===== src/rtl/raycast_column_scheduler.sv =====
// Per-frame column sweep: generates ray angles by fixed-point accumulation (integer deg + thousandths),
// handshakes each angle with the ray unit, then forwards the clamped distance to the column drawer.
//
//   state  | meaning
//   IDLE   | waiting for frame_start
//   SETUP  | load column 0 and starting angle
//   RAY    | ray_req held until ray_ack
//   DRAW   | draw_req held until draw_ack
//   NEXT   | advance column and angle, or finish
//   DONE   | frame_done pulse, busy drops after
module raycast_column_scheduler #(
  parameter int NUM_COLS  = 160,
  parameter int HALF_FOV  = 30,
  parameter int STEP_INT  = 0,
  parameter int STEP_FRAC = 375
) (
  input  logic               clk,
  input  logic               reset,
  input  logic               frame_start,
  input  logic [8:0]         player_angle,
  output logic               ray_req,
  output logic [8:0]         ray_angle_int,
  output logic [9:0]         ray_angle_frac,
  input  logic               ray_ack,
  input  logic signed [20:0] ray_dist,
  output logic               draw_req,
  output logic [7:0]         draw_col,
  output logic [20:0]        draw_dist,
  input  logic               draw_ack,
  output logic               busy,
  output logic               frame_done,
  output logic               frame_overrun
);

  typedef enum logic [2:0] {
    S_IDLE, S_SETUP, S_RAY, S_DRAW, S_NEXT, S_DONE
  } state_t;

  state_t     state;
  logic [8:0] angle_lat;

  logic [10:0] frac_sum;
  logic        carry;
  logic [9:0]  frac_next;
  logic [9:0]  int_sum;
  logic [8:0]  int_next;
  logic [9:0]  setup_sum;

  // 10-bit intermediates so the wrap compare sees the true sum before truncation
  always_comb begin
    frac_sum  = {1'b0, ray_angle_frac} + 11'(STEP_FRAC);
    carry     = (frac_sum >= 11'd1000);
    frac_next = carry ? 10'(frac_sum - 11'd1000) : frac_sum[9:0];
    int_sum   = {1'b0, ray_angle_int} + 10'(STEP_INT) + {9'd0, carry};
    int_next  = (int_sum >= 10'd360) ? 9'(int_sum - 10'd360) : int_sum[8:0];
    if (angle_lat < 9'(HALF_FOV))
      setup_sum = {1'b0, angle_lat} + 10'(360 - HALF_FOV);
    else
      setup_sum = {1'b0, angle_lat} - 10'(HALF_FOV);
  end

  always_ff @(posedge clk) begin
    if (reset) begin
      state          <= S_IDLE;
      angle_lat      <= '0;
      ray_req        <= 1'b0;
      ray_angle_int  <= '0;
      ray_angle_frac <= '0;
      draw_req       <= 1'b0;
      draw_col       <= '0;
      draw_dist      <= '0;
      busy           <= 1'b0;
      frame_done     <= 1'b0;
      frame_overrun  <= 1'b0;
    end else begin
      frame_done <= 1'b0;
      if (frame_start && state != S_IDLE)
        frame_overrun <= 1'b1;
      case (state)
        S_IDLE: begin
          if (frame_start) begin
            angle_lat     <= player_angle;
            frame_overrun <= 1'b0;
            busy          <= 1'b1;
            state         <= S_SETUP;
          end
        end
        S_SETUP: begin
          draw_col       <= '0;
          ray_angle_frac <= '0;
          ray_angle_int  <= setup_sum[8:0];
          ray_req        <= 1'b1;
          state          <= S_RAY;
        end
        S_RAY: begin
          if (ray_ack) begin
            draw_dist <= ray_dist[20] ? '0 : $unsigned(ray_dist);
            ray_req   <= 1'b0;
            draw_req  <= 1'b1;
            state     <= S_DRAW;
          end
        end
        S_DRAW: begin
          if (draw_ack) begin
            draw_req <= 1'b0;
            state    <= S_NEXT;
          end
        end
        S_NEXT: begin
          if (draw_col == 8'(NUM_COLS - 1)) begin
            frame_done <= 1'b1;
            state      <= S_DONE;
          end else begin
            draw_col       <= draw_col + 8'd1;
            ray_angle_frac <= frac_next;
            ray_angle_int  <= int_next;
            ray_req        <= 1'b1;
            state          <= S_RAY;
          end
        end
        S_DONE: begin
          busy  <= 1'b0;
          state <= S_IDLE;
        end
        default: state <= S_IDLE;
      endcase
    end
  end

endmodule


===== config.mk =====
export PLATFORM = sky130hd
export DESIGN_NAME = raycast_column_scheduler
export DESIGN_NICKNAME = d
export VERILOG_FILES = /design/src/rtl/raycast_column_scheduler.sv
export SDC_FILE = /design/constraint.sdc
export NUM_CORES = 1
export LEC_CHECK = 0
export ABC_CLOCK_PERIOD_IN_PS = 9300
export CORE_MARGIN = 2
export CORE_UTILIZATION = 40
export CTS_BUF_LIST = sky130_fd_sc_hd__clkbuf_16
export DETAILED_ROUTE_END_ITERATION = 6
export DONT_BUFFER_PORTS = 1
export SKIP_LAST_GASP = 1
export SYNTH_ARGS = -nofsm -noshare
export SYNTH_HDL_FRONTEND = slang
export SYNTH_SLANG_ARGS = --single-unit

===== constraint.sdc =====
create_clock -name clk -period 9.3 [get_ports clk]
set_input_delay 1.395 -clock clk [delete_from_list [all_inputs] [get_ports clk]]
set_output_delay 1.395 -clock clk [all_outputs]
set_load 0.02 [all_outputs]

==> results.py <==
metrics = {
    "run_status": {
        "status": "complete, no violations",
    },
    "logic_synthesis": {
        "yosys-top-cells-area": "dfxtp_1 (35%), a21oi_1 (7.9%), nand2_1 (7.8%)",
        "ys_seq_elements": 64,
        "yosysUniqueCellTypes": 57,
        "synth-adder-area-share_pct": 2.38,
        "synth_top_family_by_area": "simple AND/OR/NAND/NOR gates",
        "yosys_warnings": 0,
        "yosys.area.top_type": "dfxtp_1",
        "synthCells": 498,
        "synth_fp_nets": 540,
        "synth_mux_area_share_pct": 1.09,
        "ys_seq_area_share_pct": 34.7,
        "synth_top_area_share_pct": 34.7,
        "syn-mean-instance-area_um2": 7.40,
        "yosys.area_share.xor_xnor_pct": 2.61,
        "ys_async_sr_fraction_pct": 0,
        "synthSimpleGateAreaFrac_pct": 28.1,
        "netlist_area_um2": 3690,
        "synth_edf_count": 0,
        "synth-compound-area-share_pct": 25.3,
        "synth_ff_type": "dfxtp_1",
    },
    "clocking": {
        "cts_resized": 0,
        "post_cts_buffers": 0,
        "clkSinkCount": 64,
        "cts_buffers": 9,
        "clock_path_buffers": 2,
        "h-tree-depth": 3,
        "cts_tree": "done",
        "ctsHoldBuffers": 0,
        "clk_pin_slew_worst_paths_ps": 60,
        "cts-root-buf": "clkbuf_16",
        "clk_latency_ps": 330,
    },
    "floorplanning": {
        "fp.dieH_um": 100,
        "core_area_um2": 9110,
        "dieArea_um2": 10000,
        "rows": 35,
        "initial_core_util_pct": 40.5,
        "io_pins": 88,
        "die_x_um": 100,
    },
    "placement": {
        "gp_congestion": 0.894,
        "place_hpwl_mm": 6.38,
        "io_buffers": 0,
        "dp_slack_ps": 5190,
    },
    "sta": {
        "setup_viol": 0,
        "max_freq_mhz": 241,
        "min_period_ps": 4150,
        "hold_violations": 0,
        "post-route-period-util_pct": 44.6,
        "final.setup.worst_slack_ps": 5150,
        "rsz0062_at_grt": "false",
        "drv_slew": 0,
        "slew_headroom_pct": 33.5,
        "tns_ps": 0,
        "worst_slew_pin_slew_ps": 993,
        "finClkSkew_ps": 5.94,
    },
    "global_route": {
        "grt_use_total_pct": 18.9,
        "antenna_found_initial": 0,
        "grt_pass1_vias": 3048,
        "overflow": 0,
        "grt_pass1_wl_mm": 15.1,
        "grt_max_degree": 63,
    },
    "cells_and_area": {
        "diodes": 0,
        "fillCellCount": 920,
        "fin_util_pct": 43.7,
        "final_cell_mix": "nand2_1 (77), dfxtp_1 (64), a21oi_1 (58), nor2_1 (51), o21ai_0 (24)",
        "finish.net_count": 516,
        "layout_commonest_cell": "nand2_1",
        "syn2layout_area_growth_pct": 7.87,
        "drive_gt1_share_pct": 5.22,
    },
    "worst_setup_path": {
        "reg2reg_from": "ray_angle_frac[0]$_SDFFE_PP0P_",
        "path_cells": "inv_1 -> ha_1 -> nand2b_1 -> nand2_1 -> xnor2_1 -> ha_1 -> a21oi_2 -> o31ai_2 -> nor2_2 -> ha_1 -> nand3_1 -> o21a_1 -> o21ai_0 -> nand2_1 -> a211oi_1 -> o21ai_0 -> a311oi_1",
        "start_kind": "register",
        "cp_max_fo": 11,
        "endpoint_kind": "register",
        "critical_path.most_common_cell": "ha_1",
        "cpMaxStageDelayCell": "dfxtp_1",
        "rr_worst_depth": 17,
        "critical_path_required_ps": 9540,
        "worstReg2RegEnd": "ray_angle_int[8]$_SDFFE_PP0P_",
        "worstPathArrival_ps": 4390,
        "r2r_slack_ps": 5150,
        "slowest_delay_ps": 620,
        "setup.worst_path.class": "register to register",
    },
    "route": {
        "routedWlPerCell_um": 15.8,
        "wl_met3_um": 817,
        "drtPass1Iterations": 4,
        "vias_per_cell": 5.64,
        "dr_wl_met2_mm": 3.98,
        "final_antenna_net_count": 0,
        "met1Wirelength_mm": 4.42,
        "highest_layer": "met4",
        "drcViolationCount": 0,
        "wirelength_mm": 9.31,
        "vias": 3330,
        "dr.first_iter.drc_count": 110,
    },
    "pwr": {
        "power.leakage_nw": 1.38,
        "p_comb_share_pct": 9.5,
        "peakVddDrop_uv": 80.4,
        "pwr-share-clk_pct": 46.6,
        "p_sw_w": 0.000198,
        "total_power_w": 0.000720,
        "swShare_pct": 27.5,
        "p_int_w": 0.000523,
        "seqPwrFrac_pct": 43.8,
        "power_density_nw_per_um2": 181,
    },
    "hold_path": {
        "min_delay_path_depth": 2,
        "min_from": "angle_lat[0]$_SDFFE_PP0P_",
        "min_to": "angle_lat[0]$_SDFFE_PP0P_",
        "hp-class": "register to register",
    },
    "run": {
        "max_cap_violations": 0,
    },
}
how the worst max path moves through the flow:
stage / start / end / slack [ps] / cells past startpoint
global route: ray_angle_frac[0]$_SDFFE_PP0P_ / ray_angle_int[8]$_SDFFE_PP0P_ / 4760 / 17
CTS: ray_angle_frac[0]$_SDFFE_PP0P_ / ray_angle_int[8]$_SDFFE_PP0P_ / 5160 / 17
global placement: ray_angle_frac[0]$_SDFFE_PP0P_ / ray_angle_int[8]$_SDFFE_PP0P_ / 5340 / 17
finish: ray_angle_frac[0]$_SDFFE_PP0P_ / ray_angle_int[8]$_SDFFE_PP0P_ / 5150 / 17
detailed placement: ray_angle_frac[0]$_SDFFE_PP0P_ / ray_angle_int[8]$_SDFFE_PP0P_ / 5190 / 17
floorplan: ray_angle_frac[1]$_SDFFE_PP0P_ / ray_angle_int[7]$_SDFFE_PP0P_ / 5760 / 18
cell usage after synthesis, types with 5 or more instances:
library cell  instances
a21boi_0              5
a21oi_1              58
a311oi_1              5
a31oi_1               5
and3_1                6
clkbuf_1             29
dfxtp_1              64
ha_1                  7
inv_1                 9
nand2_1              77
nand2b_1              6
nand3_1              11
nand3b_1             23
nor2_1               51
nor3_1               15
o211ai_1              7
o21ai_0              24
o22ai_1               5
o31ai_1               6
or3_1                 7
xnor2_1               5
xor2_1                6
registers in the layout, summed over array words and instances (netlist names), named ones only:
name,count
angle_lat,9
busy,1
draw_col,8
draw_dist,20
draw_req,1
frame_done,1
ray_angle_frac,10
ray_angle_int,9
ray_req,1
state,3
area by class of cell:
class / instances / area [µm²] / area share (%)
clock buffers: 9 / 225 / 5.66
clock inverters: 7 / 71.3 / 1.79
inverters: 9 / 33.8 / 0.849
multi-input cells: 387 / 2200 / 55.4
flip-flops and latches: 64 / 1280 / 32.2
well taps: 111 / 139 / 3.49
repair buffers: 3 / 22.5 / 0.566
worst max-delay path: cells and delay by family, from the launching register on:
kind / cells / cell delay, ps
AOI/OAI and AO/OA: 7 / 1530
xor gates and xnor gates: 1 / 180
adders and majority gates: 3 / 800
buffers and inverters: 1 / 120
DFF: 1 / 620
and+or+nand+nor: 5 / 810
kinds of logic after synthesis:
| group | after synthesis |
|---|---|
| AND/OR/NAND/NOR | 216 |
| AO/OA/AOI/OAI | 148 |
| multiplexers | 4 |
| XOR/XNOR | 11 |
| adder cells (fa/ha/maj) | 7 |
| flip-flops | 64 |
| buffers and inverters | 47 |
| other | 1 |
power by group through the flow:
stage / logic (W) / registers (W) / clock network [W]
3_5_place_dp: 0.0000685 / 0.000322 / 0
5_1_grt: 0.0000790 / 0.000319 / 0.000354
4_1_cts: 0.0000689 / 0.000316 / 0.000343
2_1_floorplan: 0.0000671 / 0.000310 / 0
3_3_place_gp: 0.0000674 / 0.000322 / 0
6_report: 0.0000688 / 0.000316 / 0.000336
metrics by stage:
stage          hold slack [ps]  instances  cell area (µm²)
2_1_floorplan              437        498             3690
3_3_place_gp               444        574             3680
3_5_place_dp               447        574             3680
4_1_cts                    456        590             3980
5_1_grt                    488        590             3980
6_report                   458        590             3980
routing by layer:
metal	track usage, %	up-vias
met2	28.0	103
met4	6.85	0
li1	-	1721
met3	6.75	8
met1	25.3	1498
met5	0	-
(Power assumes the default switching activity.)
